==> config.mk <==
export PLATFORM = sky130hd
export DESIGN_NAME = pipeline_ctrl
export DESIGN_NICKNAME = d
export VERILOG_FILES = /design/src/rtl/pipeline_ctrl_pkg.sv /design/src/rtl/pipeline_ctrl_hazard_cmp.sv /design/src/rtl/pipeline_ctrl.sv
export SDC_FILE = /design/constraint.sdc
export NUM_CORES = 1
export LEC_CHECK = 0
export ABC_CLOCK_PERIOD_IN_PS = 5100
export CAP_MARGIN = 40
export CORE_UTILIZATION = 30
export CTS_CLUSTER_SIZE = 28
export DETAILED_ROUTE_END_ITERATION = 8
export DONT_BUFFER_PORTS = 1
export GPL_ROUTABILITY_DRIVEN = 1
export GPL_TIMING_DRIVEN = 0
export PLACE_DENSITY = 0.51
export SLEW_MARGIN = 20
export SYNTH_ARGS = -nofsm -noshare
export SYNTH_HDL_FRONTEND = slang
export SYNTH_SLANG_ARGS = --single-unit
==> constraint.sdc <==
create_clock -name clock_in -period 5.1 [get_ports clock_in]
set_input_delay 0.51 -clock clock_in [delete_from_list [all_inputs] [get_ports clock_in]]
set_output_delay 0.51 -clock clock_in [all_outputs]
set_load 0.03 [all_outputs]
==> src/rtl/pipeline_ctrl_pkg.sv <==
// pipeline_ctrl_pkg: slot record and forwarding-select encoding shared by the controller and its comparators.
package pipeline_ctrl_pkg;
  localparam int SLOT_AW = 8;
  localparam int FWD_W = 4;
  localparam logic [FWD_W-1:0] FWD_GPR = '0;
  typedef struct packed {
    logic valid;
    logic [SLOT_AW-1:0] rd;
    logic we;
    logic late;
  } slot_t;
endpackage

==> src/rtl/pipeline_ctrl_hazard_cmp.sv <==
// hazard_cmp: one source operand against every in-flight slot; youngest match wins.
module hazard_cmp
  import pipeline_ctrl_pkg::*;
#(
  parameter int NUM_ENTRIES = 4,
  parameter int ADDR_WIDTH = 5,
  parameter int FAST_READY = 1,
  parameter int LATE_READY = 3
) (
  input  slot_t [NUM_ENTRIES-1:0] slots,
  input  logic [ADDR_WIDTH-1:0]   addr,
  input  logic                    used,
  output logic                    hit,
  output logic [FWD_W-1:0]        sel,
  output logic                    not_ready
);
  logic [FWD_W-1:0] idx;
  logic late, ready;
  always_comb begin
    hit = 1'b0;
    idx = '0;
    late = 1'b0;
    for (int i = NUM_ENTRIES - 1; i >= 0; i--)
      if (used && addr != '0 && slots[i].valid && slots[i].we && slots[i].rd == SLOT_AW'(addr)) begin
        hit = 1'b1;
        idx = FWD_W'(i);
        late = slots[i].late;
      end
    ready = int'(idx) >= (late ? LATE_READY : FAST_READY);
    sel = hit && ready ? idx + 1'b1 : FWD_GPR;
    not_ready = hit && !ready;
  end
endmodule

==> src/rtl/pipeline_ctrl.sv <==
// pipeline_ctrl: in-flight slot tracker with forwarding select, load-use stall and flush.
// Optional performance counters enabled by PIPELINE_CTRL_PERF_EN.
module pipeline_ctrl
  import pipeline_ctrl_pkg::*;
#(
  parameter int NUM_ENTRIES = 4,
  parameter int ADDR_WIDTH = 5,
  parameter int FAST_READY = 1,
  parameter int LATE_READY = 3,
  parameter int FLUSH_DEPTH = 2
) (
  input  logic                   clock_in,
  input  logic                   reset_in,
  input  logic                   id_valid_in,
  input  logic [ADDR_WIDTH-1:0]  id_rs1_addr_in,
  input  logic [ADDR_WIDTH-1:0]  id_rs2_addr_in,
  input  logic                   id_rs1_used_in,
  input  logic                   id_rs2_used_in,
  input  logic [ADDR_WIDTH-1:0]  id_rd_addr_in,
  input  logic                   id_rd_we_in,
  input  logic                   id_late_in,
  input  logic                   flush_in,
  output logic                   stall_out,
  output logic [NUM_ENTRIES-1:0] slot_valid_out,
  output logic [FWD_W-1:0]       fwd_a_sel_out,
  output logic [FWD_W-1:0]       fwd_b_sel_out,
  output logic [31:0]            stall_count_out,
  output logic [31:0]            flush_count_out
);
  slot_t [NUM_ENTRIES-1:0] slots, nxt;
  logic a_hit, b_hit, a_nr, b_nr;
  hazard_cmp #(.NUM_ENTRIES(NUM_ENTRIES), .ADDR_WIDTH(ADDR_WIDTH), .FAST_READY(FAST_READY), .LATE_READY(LATE_READY)) u_cmp_a (
    .slots(slots), .addr(id_rs1_addr_in), .used(id_rs1_used_in), .hit(a_hit), .sel(fwd_a_sel_out), .not_ready(a_nr)
  );
  hazard_cmp #(.NUM_ENTRIES(NUM_ENTRIES), .ADDR_WIDTH(ADDR_WIDTH), .FAST_READY(FAST_READY), .LATE_READY(LATE_READY)) u_cmp_b (
    .slots(slots), .addr(id_rs2_addr_in), .used(id_rs2_used_in), .hit(b_hit), .sel(fwd_b_sel_out), .not_ready(b_nr)
  );
  assign stall_out = id_valid_in && !flush_in && (a_nr || b_nr);
  always_comb begin
    nxt[0] = '0;
    if (!(flush_in || stall_out)) begin
      nxt[0].valid = id_valid_in;
      nxt[0].rd = SLOT_AW'(id_rd_addr_in);
      nxt[0].we = id_rd_we_in;
      nxt[0].late = id_late_in;
    end
    for (int i = 1; i < NUM_ENTRIES; i++) begin
      nxt[i] = slots[i-1];
      if (flush_in && i < FLUSH_DEPTH) nxt[i].valid = 1'b0;
    end
  end
  always_ff @(posedge clock_in or posedge reset_in)
    if (reset_in) slots <= '0;
    else slots <= nxt;
  for (genvar g = 0; g < NUM_ENTRIES; g++) begin : g_valid
    assign slot_valid_out[g] = slots[g].valid;
  end
`ifdef PIPELINE_CTRL_PERF_EN
  always_ff @(posedge clock_in or posedge reset_in)
    if (reset_in) begin
      stall_count_out <= '0;
      flush_count_out <= '0;
    end else begin
      if (stall_out && stall_count_out != '1) stall_count_out <= stall_count_out + 1'b1;
      if (flush_in && flush_count_out != '1) flush_count_out <= flush_count_out + 1'b1;
    end
`else
  assign stall_count_out = '0;
  assign flush_count_out = '0;
`endif
endmodule

==> results.yml <==
routing:
  drt_wl_total_um: 4731
  firstDrtPassIters: 5
  drc: 0
  viasPerCell: 4.031
  num_vias: 1693
  ant_nets: 0
  drt_iter0_markers: 48
  wl_per_cell_um: 11.26
pwr:
  powerDensity_nw_per_um2: 224.4
  power.total_uw: 654.9
  vdd_ir_drop_max_mv: 0.2197
  p_leak_nw: 1.388
job:
  drv_cap: 0
sta:
  grt_setup_unrepaired: "false"
  finalCritPeriodShare_pct: 76.27
  timing.fmax_mhz: 257.1
  skew_ps: 5.299
  slew_violations: 0
  tns_ps: 0
  tightest_slew_ps: 776.7
  finalSetupViolations: 0
  min_period_ps: 3890
  hold_violations: 0
  whs_ps: 204.8
  relSlewSlack_pct: 47.74
final_layout:
  num_antenna_cells: 0
  num-nets-final: 344
  nFillCells: 776
  stdcell_count: 420
  final_layout_size_suffix_gt1_share_pct: 33.33
  postLayoutCoreUtil_pct: 37.39
  syn_to_final_growth_pct: 18.79
cts:
  cts_max_level: 2
  cts_buffers: 5
  clk-insertion-delay-late_ps: 280
  cts_setup_buffers: 0
  root_buffer: "clkbuf_8"
  hold_buffers: 0
  cts.sinks: 32
  clkTransAtPathRegs_ps: 70
  tritoncts: "built"
  clk_path_buf_depth: 2
  postCtsResizedCells: 0
global_route:
  antenna_found_initial: 0
  grt_max_degree: 33
  grt_pass1_vias: 1587
  grt_usage_pct: 11.44
  grt_overflow: 0
  grt_pass1_wl_um: 7617
floorplan:
  die_w_um: 92.51
  rows: 32
  die-area_sq_um: 8557
  core_area_sq_um: 7807
  fp.dieH_um: 92.51
  start_util_pct: 31.47
  ios: 100
yosys:
  syn_area_sq_um: 2457
  syn_avg_cell_area_sq_um: 10.03
  ys_types: 36
  synth_seq_cells: 32
  synth-seq-area-share_pct: 32.59
  synthCells: 245
  ys_warn_count: 0
setup_path:
  required_ps: 4590
  r2r_start: "slots[36]$_DFF_PP0_"
  max_stage_delay_ps: 550
  endpoint: "stall_out"
  rr_endpoint: "nxt[13]$_DFF_PP0_"
  startpoint: "id_rs1_addr_in[4]"
  end_kind: "output pin"
  crit_path_start_kind: "primary input"
  crit_fanout: 8
  cpMostUsedCell: "a21o_1"
  r2r.worst_path.cells: 10
  r2r_slack_ps: 2200
  critPathArrivalTime_ps: 3380
  crit_slowest_cell: "or4_4"
  path_class: "in2out"
  critical_path.cell_chain: "buf_2, or4_4, o21ai_4, nor4_1, nor2_1, a221oi_1, o31a_1, ha_1, a21o_1, a21o_1, a21oi_1"
placement:
  gp_routability_congestion: 0.8303
  hpwl_um: 3906
  dp.cells: 412
  port_buffers: 0
hold_path:
  hold_class: "in2async"
status:
  status: "finished clean"
## logic make-up after synthesis
family / synth area share (%)
simple gates: 16.65
fa+ha+maj: 2.037
flops: 32.59
other cells: 0.1526
xor+xnor: 14.26
compound gates: 9.317
mux: 0.4073
buf+inv: 24.59
## synthesized netlist by cell type
| library cell | number | share of area (%) |
|---|---|---|
| a21o_4 | 1 | 0.61 |
| nor2_1 | 11 | 1.7 |
| nand3_1 | 1 | 0.20 |
| inv_1 | 5 | 0.76 |
| buf_6 | 1 | 0.46 |
| a221oi_1 | 1 | 0.36 |
| nor2b_1 | 1 | 0.25 |
| a21oi_1 | 5 | 1.0 |
| nand2_1 | 5 | 0.76 |
| nor4_1 | 7 | 1.8 |
| or4_4 | 5 | 2.3 |
| o21bai_1 | 2 | 0.61 |
| conb_1 | 1 | 0.15 |
| clkbuf_1 | 1 | 0.15 |
| buf_4 | 70 | 21 |
| nand4_1 | 8 | 2.0 |
| mux2i_1 | 1 | 0.41 |
| a21o_1 | 3 | 0.92 |
| and3b_1 | 1 | 0.36 |
| a21oi_4 | 3 | 2.0 |
| a31oi_1 | 2 | 0.51 |
| xor2_1 | 8 | 2.9 |
| buf_2 | 9 | 1.8 |
| xnor2_1 | 32 | 11 |
| ha_1 | 4 | 2.0 |
| a21oi_2 | 1 | 0.36 |
| o21ai_4 | 2 | 1.3 |
| o21a_1 | 1 | 0.31 |
| nor4b_1 | 2 | 0.71 |
| o31a_1 | 1 | 0.36 |
| a211oi_1 | 2 | 0.61 |
| a2bb2oi_1 | 1 | 0.36 |
| nand2b_1 | 3 | 0.76 |
| nor4b_2 | 7 | 4.3 |
| or4_1 | 5 | 1.5 |
| dfrtp_1 | 32 | 33 |
## where the power goes
| group | leakage (nW) | switching [mW] | internal (mW) |
|---|---|---|---|
| Combinational | 0.928 | 0.109 | 0.0657 |
| Clock | 0.0455 | 0.0925 | 0.110 |
| Sequential | 0.414 | 0.0115 | 0.267 |
## placed cells by master, fill, tap and decap left out
cell,count
and3b_1,1
a21o_4,1
nor4_1,7
nor2_1,11
a31oi_1,2
a211oi_1,2
a221oi_1,1
nand2b_1,3
inv_2,1
xnor2_1,32
a21oi_4,3
a21oi_1,5
nor4b_2,7
buf_6,1
ha_1,4
xor2_1,8
clkbuf_8,6
buf_2,9
conb_1,66
mux2i_1,1
buf_4,70
nor2b_1,1
o21bai_1,2
a21oi_2,1
a21o_1,3
o21ai_4,2
or4_1,5
nand4_1,8
inv_1,4
clkbuf_1,3
nand2_1,5
nor4b_1,2
o31a_1,1
nand3_1,1
or4_4,5
o21a_1,1
dfrtp_1,32
a2bb2oi_1,1
## worst min path at each step
stage                                     end  slack, ps  cells past startpoint
after floorplan           slots[34]$_DFF_PP0_        350                      0
after global placement    slots[34]$_DFF_PP0_        360                      0
after detailed placement  slots[34]$_DFF_PP0_        360                      0
after CTS                   nxt[38]$_DFF_PP0_        220                      1
after global routing        nxt[38]$_DFF_PP0_        260                      1
final                       nxt[15]$_DFF_PP0_        200                      1
## worst max-delay path, delay by kind of cell
kind            cells  cell delay [ps]
simple gates        3              830
compound gates      6             1570
buf+inv             1              160
fa+ha+maj           1              290
## per-stage QoR
step	setup slack, ps	area, sq um
2_1_floorplan	1447	2701
3_3_place_gp	1199	2829
3_5_place_dp	1220	2829
4_1_cts	1209	2919
5_1_grt	928.5	2919
6_report	1210	2919
## sequential cells by signal, summed over array words and instances (netlist names)
register and count:
slot_valid_out 4, nxt 21, slots 7
## area by class of cell
class	count	area (sq um)	share of cell area [%]
Buffer	81	585.6	20.06
Clock buffer	8	90.09	3.086
Inverter	5	18.77	0.6429
Multi-Input combinational cell	192	1296	44.41
Sequential cell	32	800.8	27.43
Tap cell	102	127.6	4.372
## routing by layer
layer	share of wire [%]	vias to the layer above	routed length, um	track usage (%)
met2	47	98	2200	19.63
li1	-	839	-	-
met1	44	748	2079	14.52
met3	8.3	8	394	2.217
met4	1.2	0	56	3.255
met5	0	-	0	0
Note: power is estimated with default switching activity, not from simulation.
